==> config.mk <==
export PLATFORM = sky130hd
export DESIGN_NAME = ex_mem_stage
export DESIGN_NICKNAME = d
export VERILOG_FILES = /design/src/rtl/ex_mem_stage.sv
export SDC_FILE = /design/constraint.sdc
export NUM_CORES = 1
export LEC_CHECK = 0
export ABC_AREA = 1
export CORE_ASPECT_RATIO = 0.75
export CORE_MARGIN = 3
export CORE_UTILIZATION = 30
export DETAILED_ROUTE_END_ITERATION = 8
export GPL_TIMING_DRIVEN = 0
export PLACE_DENSITY_LB_ADDON = 0.2
export SLEW_MARGIN = 20
export SYNTH_ARGS = -nofsm -noshare
export SYNTH_HDL_FRONTEND = slang
export SYNTH_SLANG_ARGS = --single-unit
export TNS_END_PERCENT = 5
==> constraint.sdc <==
create_clock -name clk -period 6.05 [get_ports clk]
set_input_delay 1.21 -clock clk [delete_from_list [all_inputs] [get_ports clk]]
set_output_delay 1.21 -clock clk [all_outputs]
set_load 0.01 [all_outputs]
==> src/rtl/ex_mem_stage.sv <==
// Execute stage and EX/MEM pipeline register of the 19-bit CPU, with forwarding and an iterative multiplier.
// Define EX_DIV_EN to add the iterative restoring divider for opcode 8; otherwise opcode 8 yields 0.
module ex_mem_stage (
  input  logic        clk,
  input  logic        rst,
  input  logic [4:0]  EX_opcode,
  input  logic        EX_regwrite,
  input  logic        EX_memtoreg,
  input  logic        EX_memread,
  input  logic        EX_memwrite,
  input  logic        EX_alusrc,
  input  logic        EX_aluop,
  input  logic        EX_regdist,
  input  logic [7:0]  EX_immediate,
  input  logic [2:0]  EX_rs,
  input  logic [2:0]  EX_rt,
  input  logic [2:0]  EX_rd,
  input  logic [31:0] EX_rd1,
  input  logic [31:0] EX_rd2,
  input  logic        WB_regwrite,
  input  logic [2:0]  WB_rd_dest,
  input  logic [31:0] WB_result,
  output logic        ex_stall,
  output logic        MEM_regwrite,
  output logic        MEM_memtoreg,
  output logic        MEM_memread,
  output logic        MEM_memwrite,
  output logic [31:0] MEM_alu_result,
  output logic [31:0] MEM_store_data,
  output logic [2:0]  MEM_rd_dest
);

  typedef enum logic [1:0] {IDLE = 2'd0, BUSY = 2'd1, DONE = 2'd2} state_t;

  localparam logic [4:0] OP_ADD = 5'd0;
  localparam logic [4:0] OP_SUB = 5'd1;
  localparam logic [4:0] OP_AND = 5'd2;
  localparam logic [4:0] OP_OR  = 5'd3;
  localparam logic [4:0] OP_XOR = 5'd4;
  localparam logic [4:0] OP_SLL = 5'd5;
  localparam logic [4:0] OP_SRL = 5'd6;
  localparam logic [4:0] OP_MUL = 5'd7;
  localparam logic [4:0] OP_DIV = 5'd8;

  state_t      state_q, state_d;
  logic [4:0]  cnt_q, cnt_d;
  logic [31:0] a_q, a_d, b_q, b_d, acc_q, acc_d;
  logic        mem_regwrite_q, mem_regwrite_d, mem_memtoreg_q, mem_memtoreg_d;
  logic        mem_memread_q, mem_memread_d, mem_memwrite_q, mem_memwrite_d;
  logic [31:0] mem_alu_result_q, mem_alu_result_d, mem_store_data_q, mem_store_data_d;
  logic [2:0]  mem_rd_dest_q, mem_rd_dest_d;

  logic [31:0] fwd_a, fwd_b, op_b, alu_res, multi_res, mul_acc;
  logic [4:0]  alu_op;
  logic        is_mul, is_div, multi_op, stall;
`ifdef EX_DIV_EN
  logic        is_div_q, is_div_d;
  logic [32:0] rem_sh;
  logic        rem_ge;
`endif

  // Forwarding, operand selection, single-cycle ALU and iteration step datapath
  always_comb begin
    if (mem_regwrite_q && (mem_rd_dest_q == EX_rs)) begin
      fwd_a = mem_alu_result_q;
    end else if (WB_regwrite && (WB_rd_dest == EX_rs)) begin
      fwd_a = WB_result;
    end else begin
      fwd_a = EX_rd1;
    end
    if (mem_regwrite_q && (mem_rd_dest_q == EX_rt)) begin
      fwd_b = mem_alu_result_q;
    end else if (WB_regwrite && (WB_rd_dest == EX_rt)) begin
      fwd_b = WB_result;
    end else begin
      fwd_b = EX_rd2;
    end
    op_b   = EX_alusrc ? {24'd0, EX_immediate} : fwd_b;
    alu_op = EX_aluop ? EX_opcode : OP_ADD;
    is_mul = EX_aluop && (EX_opcode == OP_MUL);
`ifdef EX_DIV_EN
    is_div = EX_aluop && (EX_opcode == OP_DIV);
    rem_sh = {acc_q, a_q[31]};
    rem_ge = (rem_sh >= {1'b0, b_q});
    multi_res = is_div_q ? a_q : acc_q;
`else
    is_div = 1'b0;
    multi_res = acc_q;
`endif
    multi_op = is_mul || is_div;
    mul_acc  = b_q[0] ? (acc_q + a_q) : acc_q;
    case (alu_op)
      OP_ADD:  alu_res = fwd_a + op_b;
      OP_SUB:  alu_res = fwd_a - op_b;
      OP_AND:  alu_res = fwd_a & op_b;
      OP_OR:   alu_res = fwd_a | op_b;
      OP_XOR:  alu_res = fwd_a ^ op_b;
      OP_SLL:  alu_res = fwd_a << op_b[4:0];
      OP_SRL:  alu_res = fwd_a >> op_b[4:0];
      default: alu_res = 32'd0;
    endcase
  end

  assign stall    = ((state_q == IDLE) && multi_op) || (state_q == BUSY);
  assign ex_stall = !rst && stall;

  // Multi-cycle FSM next state and EX/MEM register next values
  always_comb begin
    state_d = state_q;
    cnt_d   = cnt_q;
    a_d     = a_q;
    b_d     = b_q;
    acc_d   = acc_q;
`ifdef EX_DIV_EN
    is_div_d = is_div_q;
`endif
    case (state_q)
      IDLE: begin
        if (multi_op) begin
          state_d = BUSY;
          cnt_d   = 5'd31;
          a_d     = fwd_a;
          b_d     = op_b;
          acc_d   = 32'd0;
`ifdef EX_DIV_EN
          is_div_d = is_div;
`endif
        end else begin
          state_d = IDLE;
        end
      end
      BUSY: begin
`ifdef EX_DIV_EN
        if (is_div_q) begin
          acc_d = rem_ge ? (rem_sh[31:0] - b_q) : rem_sh[31:0];
          a_d   = {a_q[30:0], rem_ge};
        end else begin
`else
        begin
`endif
          acc_d = mul_acc;
          a_d   = {a_q[30:0], 1'b0};
          b_d   = {1'b0, b_q[31:1]};
        end
        if (cnt_q == 5'd0) begin
          state_d = DONE;
        end else begin
          cnt_d = cnt_q - 5'd1;
        end
      end
      DONE:    state_d = IDLE;
      default: state_d = IDLE;
    endcase

    mem_alu_result_d = mem_alu_result_q;
    mem_store_data_d = mem_store_data_q;
    mem_rd_dest_d    = mem_rd_dest_q;
    if (stall) begin
      mem_regwrite_d = 1'b0;
      mem_memtoreg_d = 1'b0;
      mem_memread_d  = 1'b0;
      mem_memwrite_d = 1'b0;
    end else begin
      mem_regwrite_d   = EX_regwrite;
      mem_memtoreg_d   = EX_memtoreg;
      mem_memread_d    = EX_memread;
      mem_memwrite_d   = EX_memwrite;
      mem_alu_result_d = (state_q == DONE) ? multi_res : alu_res;
      mem_store_data_d = fwd_b;
      mem_rd_dest_d    = EX_regdist ? EX_rd : EX_rt;
    end
  end

  // State registers; reset also aborts any multiply/divide in flight
  always_ff @(posedge clk or posedge rst) begin
    if (rst) begin
      state_q          <= IDLE;
      cnt_q            <= 5'd0;
      a_q              <= 32'd0;
      b_q              <= 32'd0;
      acc_q            <= 32'd0;
`ifdef EX_DIV_EN
      is_div_q         <= 1'b0;
`endif
      mem_regwrite_q   <= 1'b0;
      mem_memtoreg_q   <= 1'b0;
      mem_memread_q    <= 1'b0;
      mem_memwrite_q   <= 1'b0;
      mem_alu_result_q <= 32'd0;
      mem_store_data_q <= 32'd0;
      mem_rd_dest_q    <= 3'd0;
    end else begin
      state_q          <= state_d;
      cnt_q            <= cnt_d;
      a_q              <= a_d;
      b_q              <= b_d;
      acc_q            <= acc_d;
`ifdef EX_DIV_EN
      is_div_q         <= is_div_d;
`endif
      mem_regwrite_q   <= mem_regwrite_d;
      mem_memtoreg_q   <= mem_memtoreg_d;
      mem_memread_q    <= mem_memread_d;
      mem_memwrite_q   <= mem_memwrite_d;
      mem_alu_result_q <= mem_alu_result_d;
      mem_store_data_q <= mem_store_data_d;
      mem_rd_dest_q    <= mem_rd_dest_d;
    end
  end

  assign MEM_regwrite   = mem_regwrite_q;
  assign MEM_memtoreg   = mem_memtoreg_q;
  assign MEM_memread    = mem_memread_q;
  assign MEM_memwrite   = mem_memwrite_q;
  assign MEM_alu_result = mem_alu_result_q;
  assign MEM_store_data = mem_store_data_q;
  assign MEM_rd_dest    = mem_rd_dest_q;

endmodule

==> summary.txt <==
Timing
  • Endpoints failing hold: 0
  • RSZ-0062 raised after global routing: true
  • Final Slew Violations: 0
  • Worst-margin pin slew: 1.20 ns
  • F_max: 0.166 GHz
  • Slew Limit Headroom: 0.195
  • Final setup fails: 0
  • Crit path time final: 6.03 ns
  • Setup TNS: 0 ns
  • Clock Skew: 0.0153 ns
  • Period utilization: 0.997

Clock tree
  • # clock sinks: 174
  • Clock insertion delay at the later pin of the skew report: 0.52 ns
  • H-tree levels: 4
  • Hold-fix buffer count after cts: 0
  • CTS root buf: clkbuf_16
  • CTS tree: done
  • CTS clock-pin slew for the worst setup and hold paths: 0.07 ns
  • Total CTS buffers: 17
  • Clk buf depth: 2

Synthesis
  • Synth Area in Adders: 0.0904
  • Largest family of logic cells by synthesized area: simple AND/OR/NAND/NOR gates
  • Synth area leader: dfrtp_1
  • Yosys warns: 0
  • Post-Synth Simple-Gate Area: 0.388
  • Post-Synthesis Cells: 2913
  • Mux contribution to synthesized area: 0
  • Top FF cell, synth: dfrtp_1
  • Number of synthesized flops with an enable pin: 0
  • Distinct cells, synth: 62
  • Post-Syn Nets: 3176
  • Compound-cell area share of the yosys netlist: 0.172
  • Post-synth ARST share: 1.00
  • Top post-synthesis cells by area: dfrtp_1 24%, nand2_1 19%, nand3_1 9.6%
  • Mapped Avg Cell Area: 6.33 µm²
  • Seq/Total Area, Yosys: 0.236
  • #FFs+latches synth: 174
  • Mapped cell area: 0.0184 mm²
  • Synth Area in XOR/XNOR: 0.0200
  • Synth top area share: 0.236

Detailed routing
  • Drt first pass iters: 6
  • Post-route ant nets: 0
  • Drt total wl: 105000 µm
  • Avg WL per Cell: 26.6 µm
  • Via count: 21.8k
  • DR iter-0 viols: 2748
  • # DRC: 0
  • Vias/cell: 5.52

Global route
  • GRT Resource Usage Total: 0.323
  • Vias in the first global route: 20.4k
  • Grt total ovfl: 0
  • Antenna violations before repair: 4
  • Wire length of the first global-routing pass: 149000 µm
  • Pin count of the biggest net entering global routing: 89

Finish
  • Layout Utilization: 0.367
  • Layout cells sized above 1: 0.0812
  • # fillers: 6668
  • Commonest non-fill, non-tap cell in the layout: nand2_1
  • Nets: 3404
  • # diodes: 0
  • Most frequent cells in the layout: 939 x nand2_1, 351 x nand3_1, 245 x inv_1
  • Syn-to-layout area delta: 20.6%

Die
  • Width of the die: 292 µm
  • # IOs: 203
  • Initial Utilization: 0.304
  • FP Rows: 78
  • Die Y-Extent: 221 µm
  • Core area: 0.0606 mm²
  • Die ar.: 0.0645 mm²

Power
  • Static leakage: 10.9 nW
  • Power Dens Cells: 384 mW/mm²
  • Int Power: 0.00402 W
  • Switching part of the total: 0.528
  • Switch Pwr: 0.00450 W
  • Combinational share of power: 0.610
  • Clock power frac: 0.135
  • Flop pwr share: 0.255
  • Max VDD drop: 322 µV
  • Tot Pwr: 0.00853 W

Worst setup path
  • Crit Path Max Fanout: 10
  • Critical-path top delay cell: clkdlybuf4s50_1
  • WP data arrival: 6.44 ns
  • WS Path Type: input pin to flip-flop
  • Worst EP required: 6.45 ns
  • CP Capture Type: flip-flop
  • CP most frequent cell: nand2_1
  • Largest stage delay on the critical path: 0.51 ns
  • Startpoint Class: input pin

Run status
  • Outcome: completed

Flow run
  • Max-cap violations: 0

Place
  • IO Port Bufs: 201
  • HPWL after detailed placement: 87500 µm
  • GP Congestion: 1.06

Worst hold path
  • Hold Crit Class: flip-flop to flip-flop
==> state kept, by name, indices dropped and copies added, names as in the netlist <==
name	flops
MEM_rd_dest	3
MEM_memtoreg	1
b_q	32
MEM_memwrite	1
a_q	32
MEM_alu_result	32
state_q	2
cnt_q	5
MEM_store_data	32
acc_q	32
MEM_memread	1
MEM_regwrite	1
==> Yosys cell counts (30+ instances only) <==
master / n
a21oi_1: 197
buf_2: 42
clkbuf_1: 62
dfrtp_1: 174
ha_1: 130
inv_1: 247
nand2_1: 941
nand3_1: 352
nand3_2: 30
nor2_1: 193
o211ai_1: 36
o21ai_0: 120
o21ai_1: 37
o221ai_1: 31
xor2_1: 39
==> power by group through the flow <==
| stage | clock (W) | sequential, W | combinational (W) |
|---|---|---|---|
| after floorplan | 0 | 0.00206 | 0.00301 |
| after global placement | 0 | 0.00219 | 0.00504 |
| after detailed placement | 0 | 0.00219 | 0.00502 |
| after CTS | 0.00118 | 0.00218 | 0.00505 |
| after global routing | 0.00121 | 0.00222 | 0.00568 |
| final | 0.00115 | 0.00217 | 0.00520 |
==> final timing paths <==
kind	end	startpoint	slack (ns)	cells past startpoint
setup / recovery	MEM_alu_result[24]	EX_rt[0]	0.02	32
hold / removal	MEM_store_data[22]	MEM_store_data[22]	0.48	2
min in group asynchronous	MEM_regwrite	rst	1.23	2
max in group asynchronous	acc_q[1]	rst	3.85	3
setup reg to reg	MEM_alu_result[24]	MEM_rd_dest[1]	0.87	22
hold reg to reg	MEM_store_data[22]	MEM_store_data[22]	0.48	2
==> what timing repair did <==
action / in CTS / in global routing
cloned: 0 / 0
endpoints found under the setup margin: 14 / 14
setup buffers: 2 / 6
pin swaps: 2 / 7
resized for setup: 12 / 36
endpoints found under the hold margin: 0 / 0
==> routing by layer <==
| metal | track usage | part of all wire | vias up |
|---|---|---|---|
| met1 | 0.459 | 0.46 | 10424 |
| met5 | 0 | 0.00020 | - |
| met4 | 0.103 | 0.032 | 4 |
| met2 | 0.463 | 0.40 | 1044 |
| met3 | 0.102 | 0.11 | 141 |
| li1 | - | - | 10184 |
==> cells by family after synthesis <==
logic type      count (synthesis)
compound gates                525
xor+xnor                       42
fa+ha+maj                     132
buf+inv                       411
flops                         174
simple gates                 1629
==> per-stage QoR <==
stage	hold slack, ns	std cells	instance area, µm²	setup slack (ns)
2_1_floorplan	0.453	2913	18400	0.123
3_3_place_gp	0.464	3914	21400	-3.08
3_5_place_dp	0.468	3915	21500	-1.53
4_1_cts	0.486	3946	22100	0.00888
5_1_grt	0.499	3952	22200	-0.115
6_report	0.482	3952	22200	0.0186
==> cell type report <==
cell class	instances	area, µm²	area share
clock inverters	10	103	0.00462
plain buffers	136	706	0.0318
flip-flops and latches	174	4350	0.196
inverters	274	1040	0.0467
multi-input cells	2328	12500	0.561
well taps	800	1000	0.0450
repair buffers	210	2100	0.0945
clock buffers	20	457	0.0206
==> worst max-delay path, delay by kind of cell <==
kind | cells | cell delay (ns)
compound gates | 7 | 0.91
xor+xnor | 1 | 0.19
fa+ha+maj | 1 | 0.38
buf+inv | 3 | 0.86
simple gates | 20 | 2.88
Note: power is estimated with default switching activity, not from simulation.
